<file path="config.mk">
export PLATFORM = sky130hd
export DESIGN_NAME = bp_update_queue
export DESIGN_NICKNAME = d
export VERILOG_FILES = /design/src/rtl/bp_update_queue.sv
export SDC_FILE = /design/constraint.sdc
export NUM_CORES = 1
export LEC_CHECK = 0
export CAP_MARGIN = 20
export CORE_MARGIN = 5
export CORE_UTILIZATION = 50
export CTS_BUF_LIST = sky130_fd_sc_hd__clkbuf_8 sky130_fd_sc_hd__clkbuf_16
export DETAILED_ROUTE_END_ITERATION = 7
export GPL_ROUTABILITY_DRIVEN = 0
export PLACE_DENSITY = 0.78
export SLEW_MARGIN = 20
export SYNTH_ARGS = -nofsm -noshare
export SYNTH_HDL_FRONTEND = slang
export SYNTH_SLANG_ARGS = --single-unit
export TNS_END_PERCENT = 30
</file>
<file path="constraint.sdc">
create_clock -name clk_i -period 9.5 [get_ports clk_i]
set_input_delay 2.85 -clock clk_i [delete_from_list [all_inputs] [get_ports clk_i]]
set_output_delay 2.85 -clock clk_i [all_outputs]
set_load 0.01 [all_outputs]
</file>
<file path="src/rtl/bp_update_queue.sv">
// Small FIFO that buffers resolved-branch records until the predictor can absorb them.
// Only conditional branches and mispredicted control flow are kept; overflow is counted.
module bp_update_queue #(
  parameter int DEPTH = 4,
  parameter int VLEN  = 64,
  parameter int TGTW  = 128
) (
  input  logic            clk_i,
  input  logic            rst_i,
  input  logic            flush_i,
  input  logic            res_valid_i,
  input  logic [VLEN-1:0] res_pc_i,
  input  logic [TGTW-1:0] res_target_i,
  input  logic            res_taken_i,
  input  logic            res_mispredict_i,
  input  logic [2:0]      res_cf_i,
  output logic            upd_valid_o,
  input  logic            upd_ready_i,
  output logic [VLEN-1:0] upd_pc_o,
  output logic [TGTW-1:0] upd_target_o,
  output logic            upd_taken_o,
  output logic            upd_mispredict_o,
  output logic [2:0]      upd_cf_o,
  output logic            full_o,
  output logic [15:0]     drop_cnt_o,
  output logic [31:0]     mispredict_cnt_o
);

  localparam int AW = (DEPTH > 1) ? $clog2(DEPTH) : 1;
  localparam int CW = $clog2(DEPTH + 1);
  localparam int RW = VLEN + TGTW + 5;

  logic [RW-1:0]  mem_reg [DEPTH];
  logic [AW-1:0]  wr_ptr_reg, rd_ptr_reg;
  logic [CW-1:0]  count_reg, count_next;
  logic [15:0]    drop_cnt_reg;
  logic [31:0]    misp_cnt_reg;

  logic           eligible, is_full, is_empty, pop, push, drop;
  logic [RW-1:0]  wr_data, head_data;

  assign eligible = res_valid_i && ((res_cf_i == 3'd1) || res_mispredict_i);
  assign is_full  = (count_reg == CW'(DEPTH));
  assign is_empty = (count_reg == '0);
  assign pop      = !is_empty && upd_ready_i;
  // A full queue still takes a record when the head leaves on the same edge.
  assign push     = eligible && (!is_full || pop);
  assign drop     = eligible && is_full && !pop;
  assign wr_data  = {res_pc_i, res_target_i, res_taken_i, res_mispredict_i, res_cf_i};

  always_comb begin
    count_next = count_reg;
    case ({push, pop})
      2'b10:   count_next = count_reg + CW'(1);
      2'b01:   count_next = count_reg - CW'(1);
      default: count_next = count_reg;
    endcase
  end

  always_ff @(posedge clk_i) begin
    if (rst_i) begin
      wr_ptr_reg   <= '0;
      rd_ptr_reg   <= '0;
      count_reg    <= '0;
      drop_cnt_reg <= '0;
      misp_cnt_reg <= '0;
    end else if (flush_i) begin
      wr_ptr_reg <= '0;
      rd_ptr_reg <= '0;
      count_reg  <= '0;
    end else begin
      if (push) wr_ptr_reg <= wr_ptr_reg + AW'(1);
      if (pop)  rd_ptr_reg <= rd_ptr_reg + AW'(1);
      count_reg <= count_next;
      if (drop && (drop_cnt_reg != 16'hFFFF))
        drop_cnt_reg <= drop_cnt_reg + 16'd1;
      if (push && res_mispredict_i && (misp_cnt_reg != 32'hFFFF_FFFF))
        misp_cnt_reg <= misp_cnt_reg + 32'd1;
    end
  end

  // Storage carries no reset; stale entries are never visible because valid tracks occupancy.
  genvar gi;
  generate
    for (gi = 0; gi < DEPTH; gi++) begin : g_entry
      always_ff @(posedge clk_i) begin
        if (!rst_i && !flush_i && push && (wr_ptr_reg == AW'(gi)))
          mem_reg[gi] <= wr_data;
      end
    end
  endgenerate

  assign head_data = is_empty ? '0 : mem_reg[rd_ptr_reg];

  assign upd_valid_o      = !is_empty;
  assign upd_pc_o         = head_data[RW-1 -: VLEN];
  assign upd_target_o     = head_data[TGTW+4 : 5];
  assign upd_taken_o      = head_data[4];
  assign upd_mispredict_o = head_data[3];
  assign upd_cf_o         = head_data[2:0];
  assign full_o           = is_full;
  assign drop_cnt_o       = drop_cnt_reg;
  assign mispredict_cnt_o = misp_cnt_reg;

endmodule

</file>
==> run_results.csv, run 1 <==
group,metric,value,unit
outcome,outcome,"finished clean",
clock_tree,ctsHoldBuffers,0,
logic_synthesis,post_synth.cell_area_avg,20.19,um^2
worst_setup_path,slowest_delay,0.86,ns
power_and_ir_drop,ir_drop,0.1559,mV
logic_synthesis,yosys_register_bits,845,
worst_setup_path,crit_type,"reg2out",
logic_synthesis,syn_inst,1629,
drt,drt_wl_total,74.14,mm
clock_tree,cts_tree,"built",
die,core_area,65510,um^2
die,dieArea,71010,um^2
finish,fin_nets,2310,
worst_setup_path,cp_top_family,"buffers and inverters",
clock_tree,clk_pin_slew_worst_paths,0.06,ns
die,start_util,50.21,%
sta,fmax,151.8,MHz
drt,avgViaCountPerCell,5.684,
logic_synthesis,yosys.area_share.simple,7.239,%
worst_setup_path,rr_worst_depth,5,
grt,grt_start_max_net_pins,107,
clock_tree,cts_buffer_depth,3,
drt,drc,0,
logic_synthesis,synth.distinct_cells,56,
worst_hold_path,whs_path_depth,1,
sta,max-slew-margin-rel,30.60,%
sta,setup_ws,2.914,ns
drt,wl_per_cell,24.37,um
drt,first_pass_iters,5,
power_and_ir_drop,total_power,7.734,mW
worst_hold_path,holdCritStartpoint,"mispredict_cnt_o[31]$_SDFFE_PP0P_",
logic_synthesis,synthTopCellsByCount,"edfxtp_1, and2_1, mux4_2, dfxtp_1, clkbuf_1",
grt,grt_pass1_vias,18135,
finish,syn2layout_area_growth,25.38,%
logic_synthesis,synth_top_area_share,71.94,%
worst_setup_path,r2r-start,"count_reg[1]$_SDFFE_PP0P_",
finish,fill_cells,4358,
logic_synthesis,synth-xor-area-share,0.4793,%
grt,antenna_found_initial,24,
logic_synthesis,yosys-top-cells-area,"edfxtp_1, mux4_2, and2_1, dfxtp_1, clkbuf_1",
sta,grt_setup_unrepaired,"false",
finish,drive_above_1_share,17.24,%
sta,final.period_utilization,69.33,%
clock_tree,clock_sinks,845,
die,placementRows,94,
logic_synthesis,synthArstFlopShare,0,%
place,post-place-ws,3.056,ns
logic_synthesis,synth_top_family_by_area,"multiplexers",
grt,grt_first_pass_wirelength,111.0,mm
worst_hold_path,hold_end,"mispredict_cnt_o[31]$_SDFFE_PP0P_",
worst_setup_path,path_cells,"buf_12 > buf_16 > mux4_2 > and2_1 > clkdlybuf4s50_1",
logic_synthesis,synth_nets,1838,
finish,largest_reg_flops,788,
drt,via_count,17290,
logic_synthesis,synth.area.mux_share,14.06,%
worst_setup_path,critPathSlowestCell,"dfxtp_4",
grt,grt_overflow,0,
logic_synthesis,ys_warn_count,0,
job,drv_cap,0,
sta,slew_viol_final,0,
power_and_ir_drop,power_density,187.5,nW/um^2
worst_setup_path,reg2reg_slack,6.39,ns
die,die_w,266.5,um
worst_hold_path,hold_class,"reg2reg",
clock_tree,cts_made_buffers,88,
worst_setup_path,endpoint_kind,"output pin",
logic_synthesis,yosysMostFrequentCell,"edfxtp_1",
grt,grt_use_total,20.46,%
worst_setup_path,rr_endpoint,"mem_reg[0][80]$_DFFE_PP_",
die,io_pins,449,
logic_synthesis,synth_compound_gate_area_share,1.293,%
logic_synthesis,synth_edf_count,788,
clock_tree,htree_num_levels,3,
drt,ant_nets,0,
worst_setup_path,start_kind,"flop",
clock_tree,cts_resized,0,
sta,finClkSkew,0.02409,ns
finish,fin_util,62.96,%
sta,min_period,6.586,ns
sta,finalSetupViolations,0,
place,portBuffers,448,
drt,drtIter0Drc,1246,
sta,tightest_slew,1.041,ns
logic_synthesis,ys_seq_area_share,75.41,%
worst_setup_path,worst_ep_required_time,6.65,ns
worst_setup_path,critPathArrivalTime,3.74,ns
clock_tree,post_cts_buffers,0,
logic_synthesis,post_synth_fa_ha_maj_area_fraction,0.2891,%
sta,setup_tns,0,ns
die,die_h,266.5,um
place,dp_hpwl,44.52,mm
logic_synthesis,syn-cell-area,32890,um^2
logic_synthesis,synth.largest_area_cell,"edfxtp_1",
sta,hold_viol,0,
clock_tree,clock_latency,0.62,ns
clock_tree,clock-root-buffer,"clkbuf_16",
worst_setup_path,path_max_fanout,86,
power_and_ir_drop,p_leak,12.97,nW
worst_setup_path,crit_buf_inv,3,
logic_synthesis,synth_ff_type,"edfxtp_1",
[worst reg2reg max path, cell delays in order, from the launching register on]
cell and delay [ns]:
dfxtp_1 0.49, nor4b_4 0.14, nand2b_1 0.24, nor2_1 0.28, and2_4 0.87, buf_4 0.69
[final cells by class]
cell class | count | area (um^2) | area share (%)
timing repair buffer | 466 | 4712 | 11.43
clock buffer | 89 | 2227 | 5.400
sequential | 845 | 24810 | 60.16
multi-input combinational | 688 | 7706 | 18.69
inverter | 12 | 45.04 | 0.1092
antenna | 8 | 20.02 | 0.04854
clock inverter | 70 | 639.4 | 1.550
tap | 864 | 1081 | 2.621
[metrics by stage]
step | hold WS, ns | cells | cell area [um^2]
2_1_floorplan | 0.4847 | 1629 | 32890
3_3_place_gp | 0.4854 | 2874 | 38330
3_5_place_dp | 0.5004 | 2874 | 38330
4_1_cts | 0.5095 | 3033 | 41190
5_1_grt | 0.5313 | 3039 | 41230
6_report | 0.5124 | 3042 | 41240
[report_power, final]
part | internal [mW] | switching, mW
Combinational | 0.143 | 0.120
Sequential | 4.09 | 0.00727
Clock | 1.98 | 1.39
Total | 6.21 | 1.52
[cells in the final DEF, fill, tap and decap left out, drive strengths merged, types with 6 or more instances in the layout]
cell	count
clkbuf	89
nand2	23
mux2	15
a21oi	25
diode	8
nand3	16
clkdlybuf4s50	447
mux4	197
nor4	15
nand4	22
edfxtp	788
buf	19
and3	8
and2	203
and4	6
nor2b	14
bufinv	10
or4	10
or2	6
dfxtp	57
ha	6
clkinv	36
nor3	6
o31ai	10
nor2	46
xnor2	16
inv	36
[logic make-up (layout without fill, tap and decap cells)]
| kind of cell | count (synthesis) | after routing |
|---|---|---|
| flops | 845 | 845 |
| xor+xnor | 18 | 18 |
| compound gates | 61 | 61 |
| mux | 214 | 214 |
| fa+ha+maj | 7 | 7 |
| other cells | 0 | 8 |
| buf+inv | 96 | 637 |
| simple gates | 388 | 388 |
[worst max-delay path by stage]
| stage | start | endpoint | slack, ns | cells after the start |
|---|---|---|---|---|
| 2_1_floorplan | res_cf_i[1] | mem_reg[0][0]$_DFFE_PP_ | 0.74 | 5 |
| 3_3_place_gp | res_cf_i[1] | mem_reg[0][115]$_DFFE_PP_ | 3.09 | 7 |
| 3_5_place_dp | res_cf_i[1] | mem_reg[0][112]$_DFFE_PP_ | 3.06 | 7 |
| 4_1_cts | flop | upd_pc_o[41] | 2.82 | 4 |
| 5_1_grt | flop | upd_target_o[57] | 2.57 | 5 |
| 6_report | flop | upd_target_o[57] | 2.91 | 5 |
[per-layer routing]
metal	share of wire, %	GRT usage (%)	vias to the layer above
met5	0.28	0	-
met4	2.6	6.164	32
met3	9.7	6.904	142
met2	49	32.86	677
met1	38	27.00	8908
li1	-	-	7531
Power figures use the tool's default switching activity.
==> inputs of run 2 (changes only) <==
==> constraint.sdc (replaced) <==
create_clock -name clk_i -period 6.35 [get_ports clk_i]
set_input_delay 1.905 -clock clk_i [delete_from_list [all_inputs] [get_ports clk_i]]
set_output_delay 1.905 -clock clk_i [all_outputs]
set_load 0.01 [all_outputs]
==> run_results.csv, run 2 (same netlist as run 1, synthesis figures left out) <==
group,metric,value,unit
grt,grt_use_total,20.50,%
die,io_pins,449,
clock_tree,cts_made_buffers,84,
die,placementRows,94,
clock_tree,cts_resized,0,
worst_setup_path,critPathArrivalTime,3.44,ns
clock_tree,ctsHoldBuffers,0,
power_and_ir_drop,switchingPower,2.211,mW
finish,final_common_cell,"edfxtp_1",
drt,drc,0,
clock_tree,htree_num_levels,3,
power_and_ir_drop,pwr-share-clk,42.2,%
drt,wl_per_cell,24.15,um
job,drv_cap,0,
die,dieArea,71010,um^2
power_and_ir_drop,internal-power,9.082,mW
place,dp_hpwl,46.71,mm
power_and_ir_drop,ir_drop,0.1953,mV
die,core_area,65510,um^2
clock_tree,clock-root-buffer,"clkbuf_16",
finish,fin_nets,2318,
sta,fmax,187.2,MHz
worst_setup_path,r2r-start,"count_reg[0]$_SDFFE_PP0P_",
drt,drt_wl_total,73.66,mm
power_and_ir_drop,p_leak,12.94,nW
sta,max-slew-margin-rel,30.51,%
die,start_util,50.21,%
drt,avgViaCountPerCell,5.674,
clock_tree,cts_buffer_depth,3,
power_and_ir_drop,p_comb_share,3.6,%
sta,finClkSkew,0.02690,ns
outcome,outcome,"finished clean",
worst_setup_path,cp_top_family,"buffers and inverters",
worst_setup_path,path_cells,"or3_4 > buf_4 > and2_1 > clkdlybuf4s50_1",
worst_hold_path,hold_class,"reg2reg",
worst_setup_path,slowest_delay,0.82,ns
worst_setup_path,worst_ep_required_time,4.45,ns
finish,drive_above_1_share,17.38,%
drt,ant_nets,0,
power_and_ir_drop,seq_power_share,54.3,%
drt,first_pass_iters,5,
drt,drtIter0Drc,1567,
sta,final.period_utilization,84.11,%
clock_tree,clock_sinks,845,
finish,syn2layout_area_growth,25.50,%
worst_setup_path,crit_start,"count_reg[0]$_SDFFE_PP0P_",
worst_setup_path,critPathCapture,"upd_target_o[55]",
worst_setup_path,rr_worst_depth,6,
finish,final-instance-count-excl-fill,3050,
power_and_ir_drop,power_density,273.6,nW/um^2
worst_setup_path,critPathSlowestCell,"or3_4",
worst_setup_path,crit_cells,4,
power_and_ir_drop,swShare,19.58,%
finish,final_cell_mix,"edfxtp_1, clkdlybuf4s50_1, and2_1, mux4_2, clkbuf_16",
sta,grt_setup_unrepaired,"false",
sta,slew_viol_final,0,
sta,tightest_slew,1.042,ns
die,die_h,266.5,um
finish,fin_util,63.01,%
worst_setup_path,rr_endpoint,"count_reg[2]$_SDFFE_PP0P_",
power_and_ir_drop,total_power,11.29,mW
grt,antenna_found_initial,9,
worst_setup_path,start_kind,"flop",
grt,grt_first_pass_wirelength,111.2,mm
worst_setup_path,endpoint_kind,"output pin",
worst_setup_path,path_max_fanout,97,
grt,grt_start_max_net_pins,116,
grt,grt_pass1_vias,18131,
worst_setup_path,crit_type,"reg2out",
clock_tree,clk_pin_slew_worst_paths,0.06,ns
drt,via_count,17306,
die,die_w,266.5,um
place,dpl.cell_count,2887,
clock_tree,post_cts_buffers,0,
sta,setup_tns,0,ns
clock_tree,clock_latency,0.62,ns
grt,grt_overflow,0,
place,portBuffers,448,
worst_setup_path,reg2reg_slack,3.31,ns
finish,largest_reg_flops,788,
sta,finalSetupViolations,0,
sta,min_period,5.341,ns
clock_tree,cts_tree,"built",
sta,whs,0.5000,ns
worst_setup_path,crit_buf_inv,2,
sta,hold_viol,0,
==> run 2: cell count changes in the layout (fill, tap and decap cells not counted), sizes merged <==
cell      change
inv           -9
buf          +12
clkinvlp      +3
diode         +3
bufinv        -3
clkbuf        -3
clkinv        +5
==> run 2: layout make-up <==
| cell class | count | area, um^2 |
|---|---|---|
| Clock inverter | 66 | 528.0 |
| Timing Repair Buffer | 478 | 4930 |
| Clock buffer | 86 | 2152 |
| Tap cell | 864 | 1081 |
| Antenna cell | 11 | 27.53 |
| Fill cell | 4318 | 24230 |
| Multi-Input combinational cell | 688 | 7706 |
| Sequential cell | 845 | 24810 |
| Inverter | 12 | 45.04 |
==> run 2: through the flow <==
step / worst slack [ns] / instance area [um^2]
floorplan: -1.464 / 32900
global placement: 1.236 / 38570
detailed placement: 1.244 / 38570
CTS: 0.8418 / 41250
global route: 0.6820 / 41260
finish: 1.009 / 41280
==> run 2: how the worst min path moves through the flow <==
stage,startpoint,endpoint,cells after the start
2_1_floorplan,rd_ptr_reg[1]$_SDFFE_PP0P_,flop,2
4_1_cts,mispredict_cnt_o[1]$_SDFFE_PP0P_,mispredict_cnt_o[1]$_SDFFE_PP0P_,2
3_3_place_gp,mispredict_cnt_o[1]$_SDFFE_PP0P_,mispredict_cnt_o[1]$_SDFFE_PP0P_,2
6_report,mispredict_cnt_o[1]$_SDFFE_PP0P_,mispredict_cnt_o[1]$_SDFFE_PP0P_,2
5_1_grt,mispredict_cnt_o[30]$_SDFFE_PP0P_,mispredict_cnt_o[30]$_SDFFE_PP0P_,2
3_5_place_dp,mispredict_cnt_o[1]$_SDFFE_PP0P_,mispredict_cnt_o[1]$_SDFFE_PP0P_,2
==> run 2: worst min-delay path, cell delays in order (launching register included) <==
cell and delay, ns:
dfxtp_1 0.33, nand2_1 0.07, mux2i_1 0.06
==> run 2: per-layer routing <==
layer	GRT usage [%]	part of all wire, %	up-vias
met4	5.677	2.1	8
met1	28.11	40	8901
met3	5.632	9.1	111
met2	33.03	49	704
met5	0	0.073	-
li1	-	-	7582
==> run 2: power groups by stage <==
stage               clock network, mW  registers, mW  logic (mW)
global route                     5.11           6.13       0.431
CTS                              4.86           6.13       0.408
detailed placement                  0           6.25       0.405
global placement                    0           6.24       0.391
finish                           4.76           6.13       0.404
floorplan                           0           6.25       0.122
